## src/rtl/pueo_command_scheduler.sv

```systemverilog
// pueo_command_scheduler
//   Emits one 32-bit command word per slot of SLOT_PERIOD clocks. The upper
//   half carries either a bit command (sync / pps / cmdproc_rst flags) or one
//   byte of the command-processor stream. Bit commands take priority over the
//   stream. The lower half carries the oldest queued trigger time, if any.
//
// Ports
//   sysclk_i, rst_i           clock, synchronous active-high reset
//   sync_req_i, pps_req_i,
//   cmdproc_rst_req_i         one-cycle bit-command requests (sticky until sent)
//   s_cmd_*                   AXI-stream style byte input, one beat per slot max
//   trig_time_i, trig_valid_i trigger push into a TRIG_DEPTH-entry FIFO
//   trig_overflow_o           sticky: a trigger was dropped on a full FIFO
//   command_o, command_valid_o command word and its one-cycle strobe
module pueo_command_scheduler #(
  parameter int SLOT_PERIOD = 8,
  parameter int TRIG_DEPTH  = 4
) (
  input  logic        sysclk_i,
  input  logic        rst_i,
  input  logic        sync_req_i,
  input  logic        pps_req_i,
  input  logic        cmdproc_rst_req_i,
  input  logic [7:0]  s_cmd_tdata,
  input  logic [3:0]  s_cmd_tdest,
  input  logic        s_cmd_tlast,
  input  logic        s_cmd_tvalid,
  output logic        s_cmd_tready,
  input  logic [13:0] trig_time_i,
  input  logic        trig_valid_i,
  output logic        trig_overflow_o,
  output logic [31:0] command_o,
  output logic        command_valid_o
);

  localparam int CNT_W = $clog2(SLOT_PERIOD);
  localparam int PTR_W = $clog2(TRIG_DEPTH);

  logic [CNT_W-1:0] slot_cnt;
  logic             load;

  // Trigger FIFO: pointers carry one extra wrap bit to tell full from empty.
  logic [13:0]      trig_mem [TRIG_DEPTH];
  logic [PTR_W:0]   wr_ptr;
  logic [PTR_W:0]   rd_ptr;
  logic             fifo_empty;
  logic             fifo_full;
  logic             trig_pop;
  logic             trig_push;

  logic             pend_sync;
  logic             pend_pps;
  logic             pend_rst;
  logic [2:0]       bits_now;
  logic             bit_cmd;
  logic             beat;
  logic [15:0]      upper_nxt;
  logic [15:0]      lower_nxt;

  assign load       = (slot_cnt == CNT_W'(SLOT_PERIOD - 1));
  assign fifo_empty = (wr_ptr == rd_ptr);
  assign fifo_full  = (wr_ptr[PTR_W] != rd_ptr[PTR_W]) &&
                      (wr_ptr[PTR_W-1:0] == rd_ptr[PTR_W-1:0]);

  // Pop is decided from the FIFO state before this cycle's push, so a trigger
  // arriving in the load cycle waits for the next slot.
  assign trig_pop  = load && !fifo_empty;
  assign trig_push = trig_valid_i && (!fifo_full || trig_pop);

  // Same-cycle requests are folded in so a request landing on the load cycle
  // goes out now and its flag is not left set behind it.
  assign bits_now = {pend_rst | cmdproc_rst_req_i,
                     pend_pps | pps_req_i,
                     pend_sync | sync_req_i};
  assign bit_cmd  = |bits_now;

  assign s_cmd_tready = load && !bit_cmd && !rst_i;
  assign beat         = s_cmd_tvalid && s_cmd_tready;

  always_comb begin
    upper_nxt = 16'h0000;
    if (bit_cmd) begin
      upper_nxt = {4'b0000, 9'b0, bits_now};
    end else if (beat) begin
      upper_nxt = {(s_cmd_tlast ? 4'b0101 : 4'b0001), s_cmd_tdest, s_cmd_tdata};
    end
  end

  assign lower_nxt = trig_pop ? {2'b10, trig_mem[rd_ptr[PTR_W-1:0]]} : 16'h0000;

  // Slot timing, FIFO pointers, pending flags and the registered command word
  always_ff @(posedge sysclk_i) begin
    if (rst_i) begin
      slot_cnt        <= '0;
      wr_ptr          <= '0;
      rd_ptr          <= '0;
      pend_sync       <= 1'b0;
      pend_pps        <= 1'b0;
      pend_rst        <= 1'b0;
      trig_overflow_o <= 1'b0;
      command_o       <= 32'h0000_0000;
      command_valid_o <= 1'b0;
    end else begin
      slot_cnt        <= load ? '0 : slot_cnt + CNT_W'(1);
      command_valid_o <= load;
      if (load) begin
        command_o <= {upper_nxt, lower_nxt};
        pend_sync <= 1'b0;
        pend_pps  <= 1'b0;
        pend_rst  <= 1'b0;
      end else begin
        pend_sync <= bits_now[0];
        pend_pps  <= bits_now[1];
        pend_rst  <= bits_now[2];
      end
      if (trig_pop) begin
        rd_ptr <= rd_ptr + (PTR_W+1)'(1);
      end
      if (trig_push) begin
        wr_ptr <= wr_ptr + (PTR_W+1)'(1);
      end else if (trig_valid_i) begin
        trig_overflow_o <= 1'b1;
      end
    end
  end

  // Trigger storage holds data only; validity is tracked by the pointers.
  always_ff @(posedge sysclk_i) begin
    if (trig_push) begin
      trig_mem[wr_ptr[PTR_W-1:0]] <= trig_time_i;
    end
  end

endmodule

```

## config.mk

```make
export PLATFORM = sky130hd
export DESIGN_NAME = pueo_command_scheduler
export DESIGN_NICKNAME = d
export VERILOG_FILES = /design/src/rtl/pueo_command_scheduler.sv
export SDC_FILE = /design/constraint.sdc
export NUM_CORES = 1
export LEC_CHECK = 0
export ABC_AREA = 1
export CORE_ASPECT_RATIO = 0.9
export CORE_UTILIZATION = 30
export DETAILED_ROUTE_END_ITERATION = 7
export GPL_ROUTABILITY_DRIVEN = 0
export HOLD_SLACK_MARGIN = 0.05
export PLACE_DENSITY_LB_ADDON = 0.15
export SLEW_MARGIN = 20
export SYNTH_ARGS = -nofsm -noshare
export SYNTH_HDL_FRONTEND = slang
export SYNTH_SLANG_ARGS = --single-unit
```

## constraint.sdc

```tcl
create_clock -name sysclk_i -period 2.9 [get_ports sysclk_i]
set_clock_uncertainty 0.1 [all_clocks]
set_input_delay 0.58 -clock sysclk_i [delete_from_list [all_inputs] [get_ports sysclk_i]]
set_output_delay 0.58 -clock sysclk_i [all_outputs]
set_load 0.005 [all_outputs]
```

==> results.cfg <==
[logic_synthesis]
synth.yosys.seq_area_share = 0.674
netlist.top_cell.by_area = sky130_fd_sc_hd__edfxtp_1
post_synth_main_area_contributors = sky130_fd_sc_hd__edfxtp_1 44%, sky130_fd_sc_hd__dfxtp_1 24%, sky130_fd_sc_hd__nand2_1 14%
synth_top_area_share = 0.439
synth_cells = 379
yosys_warnings = 0
synthAdderAreaFrac = 0.0229
synth.lib_cells_used.distinct = 22
muxShareOfSynthArea = 0
syn_avg_cell_area_um2 = 10.1
synth_top_family_by_area = simple AND/OR/NAND/NOR gates
synth_simple_gate_area_share = 0.214
synthXorXnorAreaFrac = 0.00457
syn_area_um2 = 3830
flip_flop_and_latch_count_after_synthesis = 101
synth-compound-area-share = 0.0382

[pwr]
p_switching_w = 0.000640
power_density_nw_per_um2 = 605
power.switching_fraction = 0.210
total_power_w = 0.00304
power_report.internal_total_w = 0.00240
clock_power_share = 0.436
power.leakage_nw = 1.96
max_vdd_drop_mv = 0.393
power_frac_comb = 0.050
power.sequential.fraction = 0.514

[worst_setup_path]
path_delay_family = buffers and inverters
critical-path-max-stage-delay_ns = 0.51
worst_setup_path_start_kind = flip-flop
wp_data_required_ns = 2.22
worstPathMaxFanout = 7
crit_buf_inv = 2
timing.critical_path.slowest_stage_cell = sky130_fd_sc_hd__clkdlybuf4s50_1
path_common_cell = sky130_fd_sc_hd__ha_1
worstPathCellList = ha_1 > ha_1 > inv_2 > nor2_2 > nand2_1 > nor2_4 > clkdlybuf4s50_1
worstPathArrival_ns = 2.01
critical_path.endpoint_type = output pin
criticalPathCategory = reg -> out

[routing]
detailedRoute.firstPassIterationCount = 4
routed_wl_um = 7750
route.vias.total = 2596
wl_per_instance_um = 12.6
vias_per_cell = 4.21
drtIter0Drc = 102
drcViolationCount = 0
ant_nets = 0

[sta]
finalSetupViolCount = 0
maxClockFrequency_ghz = 0.371
rsz0062_at_grt = no
holdWs_ns = 0.326
finalMaxSlewViolations = 0
slew_headroom = 0.663
setup_total_negative_slack_ns = 0
finalHoldViolations = 0
layout_min_cycle_time_ns = 2.69
timing_worst_slew_pin_value_ns = 0.506
min_period_over_period = 0.929

[min_path]
min-delay-path-class = reg -> reg

[floorplanning]
num_io_pins = 69
start_util = 0.312
row_cnt = 38
dieWidth_um = 121
die-height_um = 109
dieArea_um2 = 13200
core_area_um2 = 12300

[final_layout]
fin_cells = 617
relative_area_change_from_synthesis_to_final_layout_pct = 31.3
drive_above_1_share = 0.0832
num-nets-final = 493
num_antenna_cells = 0

[grt]
grt_first_pass_wirelength_um = 12700
first_global_vias = 2543
grt_overflow = 0
grt_start_max_net_pins = 31
grt.total_usage = 0.128
antenna_found_initial = 0

[job]
drv.max_cap_violation_count = 0

[clock_tree]
clock_tree.buffer_depth = 2
clock_tree_from_tritoncts = done
master_cell_of_the_clock_root_buffer = sky130_fd_sc_hd__clkbuf_16
cts.reportedPaths.clkPinSlew_ns = 0.07
holdBufCountCts = 0
cts-buffers-inserted = 9
cts_max_level = 3
clock-sinks = 101
post_cts_resize_count = 0
cts_post_setup_buffers_inserted = 0
clock_latency_ns = 0.34

[place]
detailed_place_hpwl_um = 5080
io_buffers = 65
numPlacedInstances = 601

[outcome]
outcome = complete, no violations
[layer usage]
metal | up-vias | wire length, um | global-route usage
li1 | 1381 | - | -
met1 | 1151 | 3560 | 0.154
met2 | 53 | 3720 | 0.223
met3 | 11 | 380 | 0.0267
met4 | 0 | 87 | 0.0556
met5 | - | 0 | 0
[area by class of cell]
cell class	count	area, um2
fill	1203	7240
clock buffer	9	225
sequential	101	2580
clock inverter	7	114
inverter	23	86.3
multi-input combinational	241	1090
tap	160	200
timing repair buffer	76	733
[cell usage in the layout, fill, tap and decap left out, drive strengths merged, types with 7 or more instances in the layout]
cell / n
nand3: 33
inv: 27
edfxtp: 56
buf: 11
nor2: 25
o21ai: 23
nand2: 141
clkbuf: 9
dfxtp: 45
clkdlybuf4s50: 65
ha: 7
[power groups by stage]
stage          registers [W]  logic (W)  clock network [W]
3_5_place_dp         0.00160   0.000157                  0
4_1_cts              0.00156   0.000158            0.00137
5_1_grt              0.00157   0.000173            0.00142
6_report             0.00156   0.000153            0.00133
2_1_floorplan        0.00159  0.0000737                  0
3_3_place_gp         0.00159   0.000155                  0
[flip-flops by register name, summed over array words and instances, names as in the netlist, 3 cells and up, named ones only]
signal	cells
wr_ptr	3
rd_ptr	3
command_o	29
trig_mem	56
slot_cnt	3
[worst paths after layout]
| check | startpoint | end | slack [ns] | cells past startpoint |
|---|---|---|---|---|
| worst max-delay path | slot_cnt[0]$_SDFF_PP0_ | s_cmd_tready | 0.21 | 7 |
| worst min-delay path | slot_cnt[0]$_SDFF_PP0_ | slot_cnt[0]$_SDFF_PP0_ | 0.33 | 1 |
| worst max register to register | slot_cnt[0]$_SDFF_PP0_ | trig_mem[3][10]$_DFFE_PP_ | 0.94 | 7 |
| worst min register to register | slot_cnt[0]$_SDFF_PP0_ | slot_cnt[0]$_SDFF_PP0_ | 0.33 | 1 |
[cell usage after synthesis]
cell type	count
sky130_fd_sc_hd__nor2_2	2
sky130_fd_sc_hd__xor2_1	2
sky130_fd_sc_hd__o21ai_0	20
sky130_fd_sc_hd__o21ai_1	3
sky130_fd_sc_hd__buf_2	8
sky130_fd_sc_hd__nand3b_1	1
sky130_fd_sc_hd__nand2_2	2
sky130_fd_sc_hd__buf_4	4
sky130_fd_sc_hd__o22ai_1	1
sky130_fd_sc_hd__clkbuf_1	4
sky130_fd_sc_hd__ha_1	7
sky130_fd_sc_hd__inv_1	19
sky130_fd_sc_hd__nor2_4	1
sky130_fd_sc_hd__a21oi_1	5
sky130_fd_sc_hd__nor2_1	22
sky130_fd_sc_hd__dfxtp_1	45
sky130_fd_sc_hd__nand3_1	33
sky130_fd_sc_hd__conb_1	1
sky130_fd_sc_hd__nand2_4	1
sky130_fd_sc_hd__inv_2	4
sky130_fd_sc_hd__nand2_1	138
sky130_fd_sc_hd__edfxtp_1	56
[metrics by stage]
stage,setup WS [ns],utilization,instance area [um2]
2_1_floorplan,0.780,-,3840
3_3_place_gp,0.299,0.382,4690
3_5_place_dp,0.254,0.382,4690
4_1_cts,0.178,0.410,5030
5_1_grt,0.0554,0.410,5030
6_report,0.207,0.410,5030
[cell families after synthesis]
family,Yosys count
compound gates,29
fa+ha+maj,7
xor+xnor,2
flops,101
buf+inv,39
other cells,1
simple gates,200
Power figures use the tool's default switching activity.
